--- config.mk ---
export PLATFORM = sky130hd
export DESIGN_NAME = reg_write_arbiter
export DESIGN_NICKNAME = d
export VERILOG_FILES = /design/src/rtl/reg_write_arbiter.sv
export SDC_FILE = /design/constraint.sdc
export NUM_CORES = 1
export LEC_CHECK = 0
export BUFFER_PORTS_ARGS = -buffer_cell sky130_fd_sc_hd__buf_2
export CELL_PAD_IN_SITES_DETAIL_PLACEMENT = 0
export CELL_PAD_IN_SITES_GLOBAL_PLACEMENT = 1
export CORE_ASPECT_RATIO = 1.4
export CORE_MARGIN = 2
export CORE_UTILIZATION = 31
export DETAILED_ROUTE_END_ITERATION = 10
export PLACE_DENSITY = 0.91
export SETUP_SLACK_MARGIN = 0.15
export SLEW_MARGIN = 15
export SYNTH_ARGS = -nofsm -noshare
export SYNTH_HDL_FRONTEND = slang
export SYNTH_SLANG_ARGS = --single-unit
--- constraint.sdc ---
create_clock -name local_clk -period 2.65 [get_ports local_clk]
set_input_delay 0.1325 -clock local_clk [delete_from_list [all_inputs] [get_ports local_clk]]
set_output_delay 0.1325 -clock local_clk [all_outputs]
set_load 0.1 [all_outputs]
--- src/rtl/reg_write_arbiter.sv ---
// Round-robin arbiter sharing the register bank write port among several requesters.
// One grant per cycle; the just-granted requester is masked for one arbitration.
module reg_write_arbiter #(
    parameter int unsigned WIDTH = 8,
    parameter int unsigned NREQ  = 4,
    parameter int unsigned NREG  = 8,
    parameter int unsigned AW    = $clog2(NREG)
) (
    input  logic                   local_clk,
    input  logic                   rst,
    input  logic                   stall,
    input  logic [NREQ-1:0]        req,
    input  logic [NREQ*AW-1:0]     req_addr,
    input  logic [NREQ*WIDTH-1:0]  req_data,
    output logic [NREQ-1:0]        gnt,
    output logic [NREG-1:0]        reg_we,
    output logic [WIDTH-1:0]       reg_d,
    output logic                   busy
);

    localparam int unsigned PW = (NREQ > 1) ? $clog2(NREQ) : 1;

    logic [PW-1:0]    ptr_q;
    logic [PW-1:0]    ptr_n;
    logic [NREQ-1:0]  last_q;
    logic [NREQ-1:0]  last_n;
    logic [NREQ-1:0]  gnt_n;
    logic [NREG-1:0]  we_n;
    logic [WIDTH-1:0] d_n;
    logic [NREQ-1:0]  elig;
    logic [PW:0]      cand;
    logic [PW-1:0]    win;
    logic             found;
    logic [AW-1:0]    addr_sel;
    logic [WIDTH-1:0] data_sel;

    // Rotating search for the first eligible requester at or above ptr.
    always_comb begin
        elig  = req & ~last_q;
        found = 1'b0;
        win   = '0;
        cand  = '0;
        for (int unsigned i = 0; i < NREQ; i++) begin
            cand = {1'b0, ptr_q} + (PW+1)'(i);
            if (cand >= (PW+1)'(NREQ)) begin
                cand = cand - (PW+1)'(NREQ);
            end
            if (!found && elig[cand[PW-1:0]]) begin
                found = 1'b1;
                win   = cand[PW-1:0];
            end
        end
    end

    // Address and data of the winner.
    always_comb begin
        addr_sel = '0;
        data_sel = '0;
        for (int unsigned i = 0; i < NREQ; i++) begin
            if (win == PW'(i)) begin
                addr_sel = req_addr[i*AW +: AW];
                data_sel = req_data[i*WIDTH +: WIDTH];
            end
        end
    end

    // Next-state for grant, write enable, data bus, pointer and mask.
    always_comb begin
        gnt_n  = '0;
        we_n   = '0;
        d_n    = reg_d;
        ptr_n  = ptr_q;
        last_n = '0;
        if (!stall && found) begin
            gnt_n[win]     = 1'b1;
            we_n[addr_sel] = 1'b1;
            d_n            = data_sel;
            last_n[win]    = 1'b1;
            if (win == PW'(NREQ - 1)) begin
                ptr_n = '0;
            end else begin
                ptr_n = win + PW'(1);
            end
        end
    end

    always_ff @(posedge local_clk or posedge rst) begin
        if (rst) begin
            gnt    <= '0;
            reg_we <= '0;
            reg_d  <= '0;
            ptr_q  <= '0;
            last_q <= '0;
        end else begin
            gnt    <= gnt_n;
            reg_we <= we_n;
            reg_d  <= d_n;
            ptr_q  <= ptr_n;
            last_q <= last_n;
        end
    end

    // Something is waiting that is not being served this cycle.
    assign busy = ~rst & (|(req & ~gnt));

endmodule

==> impl_metrics.ini <==
[timing]
min_period_ns = 2.500
worst_pin_slew_ns = 0.8215
drv_slew = 0
fin_skew_ns = 0.004071
hold_violations = 0
fmax_mhz = 399.9
tns_ns = 0
rsz0062_at_grt = yes
worst_slack_ns = 0.1496
maxSlewHeadroom_pct = 45.17
setup_viol = 0
period_share_pct = 94.36

[final_layout]
areaGrowthSynthToFinish_pct = 47.11
nets = 292
diodes = 0
seq_area_sq_um = 564.3
drive_gt1_share_pct = 47.03
multi_input_area_sq_um = 794.5
postLayoutCellArea_sq_um = 1977
fillers = 426
final_util_pct = 47.02

[synth]
postSynthCellCount = 160
syn_nets = 215
yosys.area.top_type_share_pct = 40.97
yosys_warnings = 0
synth_top_family_by_area = compound AO/OA/AOI/OAI gates
ys_seq_area_share_pct = 40.97
synth_compound_area_share_pct = 28.77
netlist.top_cell.by_area = dfrtp_1
synthAdderAreaFrac_pct = 3.724
yosys-mux-area-fraction_pct = 1.117
ys_ff_latch = 22
ys_async_sr_fraction_pct = 100.0
syn_area_sq_um = 1344
synthSimpleGateAreaFrac_pct = 17.23
synth-xor-area-share_pct = 0
synth_cell_types = 29
syn-mean-instance-area_sq_um = 8.399
synth_edf_count = 0
synth_area_leaders = dfrtp_1 (41%), a21oi_1 (12%), a22oi_1 (5.6%), o21ai_0 (4.1%), inv_1 (3.9%)
ys.flop_type = dfrtp_1

[clock_network]
cts_sinks = 22
clk_pin_slew_ns = 0.08
root_buffer = clkbuf_8
clk_latency_ns = 0.26
cts_tree = yes
cts_buffers = 3
clockBufferDepth = 2
holdBufCountCts = 0
cts_max_level = 1

[setup_path]
cp_slowest_cell = dfrtp_4
slowest_delay_ns = 0.51
crit_type = reg -> reg
worst_setup_path_end_kind = flip-flop
cp_max_fo = 4
cp.buffers_inverters = 0
path_cells = and3b_1, a21oi_1, o211a_1, nor2b_4, ha_4, nand3b_1, a221o_1, a211o_1, nor3_1
critPathRequiredTime_ns = 2.83
cp-start-kind = flip-flop
worst_path_dominant_cell_family = compound AO/OA/AOI/OAI gates
crit_arrival_ns = 2.68

[status]
outcome = completed

[drt]
dr.pass1.iters = 4
drt_iter0_markers = 37
num_vias = 1430
ant_nets = 0
routedWlPerCell_microns = 13.36
drcViolationCount = 0
finalWirelength_microns = 3754
viasPerCell = 5.089

[die]
pin_count = 72
fp.dieH_microns = 81.90
initial_core_util_pct = 31.96
core-area_sq_um = 4204
fp.dieArea_sq_um = 4885
rows = 28
dieWidth_microns = 59.65

[grt]
first_global_vias = 1334
grt_max_degree = 25
grt_overflow = 0
grt_pass1_wl_microns = 5733
antenna_found_initial = 0
globalRouteTotalUtil_pct = 15.56

[flow_run]
cap_violations = 0

[placed_design]
post_dp_cell_area_sq_um = 1764
post-place-ws_ns = 0.1512
io_buffers = 71
dp_hpwl_microns = 2868
globalplace.congestion = 0.7546

[worst_hold_path]
hold_path_class = in -> async
[through the flow]
| stage | hold WS (ns) | std cells |
|---|---|---|
| after CTS | 0.06888 | 276 |
| final | 0.02765 | 281 |
| after global routing | 0.09667 | 281 |
| after floorplan | 0.1217 | 160 |
| after detailed placement | 0.3601 | 272 |
| after global placement | 0.3416 | 272 |
[synth_stat cells, drive strengths merged (4+ instances only)]
library cell,count
nand2,11
a22oi,10
nor2,10
ha,4
nor3,8
clkbuf,4
inv,14
buf,6
nor2b,5
a21oi,33
dfrtp,22
and2,4
o21ai,11
[layout make-up]
cell class	instances	area share, %
flip-flops and latches	22	28.54
multi-input cells	114	40.19
clock inverters	1	1.519
repair buffers	82	22.15
well taps	45	2.848
inverters	14	2.658
clock buffers	3	2.089
[worst register-to-register path, stage by stage (launching register included)]
cell and delay, ns:
dfrtp_4 0.51, and3b_1 0.24, a21oi_1 0.05, o211a_1 0.24, nor2b_4 0.14, ha_4 0.17
nand3b_1 0.16, a221o_1 0.34, a211o_1 0.37, nor3_1 0.19
[placed cells by master (no fill, tap or decap), drive strengths merged, types with 5 or more instances in the layout]
| cell type | n |
|---|---|
| a21oi | 33 |
| a22oi | 10 |
| o21ai | 11 |
| nand2 | 11 |
| buf | 82 |
| nor3 | 8 |
| nor2 | 10 |
| nor2b | 5 |
| dfrtp | 22 |
| inv | 14 |
[kinds of logic after synthesis]
group / after synthesis
buffers and inverters: 24
flip-flops: 22
adder cells (fa/ha/maj): 4
multiplexers: 1
AO/OA/AOI/OAI: 63
AND/OR/NAND/NOR: 46
[state kept, by name, indices dropped and copies added, names as in the netlist]
signal and count:
ptr_q 2, reg_we 8, last_q 4, reg_d 8
[per-layer routing]
metal	track usage, %	vias to the layer above	share of wire [%]	routed length, microns
met3	2.205	10	5.5	208
met1	17.32	650	39	1461
li1	-	712	-	-
met2	28.26	58	53	1981
met4	7.333	0	2.7	103
met5	0	-	0	0
[repair_timing]
action / in CTS / in global routing
setup endpoints to repair: 4 / 9
resized for setup: 1 / 22
setup buffers: 0 / 5
pin swaps: 0 / 8
[path summary, 6_finish.rpt]
| check | slack [ns] | start | endpoint | cells after the start |
|---|---|---|---|---|
| worst min-delay path | 0.03 | rst | last_q[1] | 2 |
| worst max register to register | 0.15 | last_q[0] | reg_we[1] | 9 |
| worst min register to register | 0.53 | reg_d[5] | reg_d[5] | 2 |
| min in group local_clk | 0.19 | req_data[27] | reg_d[3] | 3 |
| worst max-delay path | 0.15 | last_q[0] | reg_we[1] | 9 |
| max in group asynchronous | 2.02 | rst | last_q[3] | 2 |
Power is not shown: default switching activity piles up to over one toggle a cycle in this logic, so the estimate is an artifact.
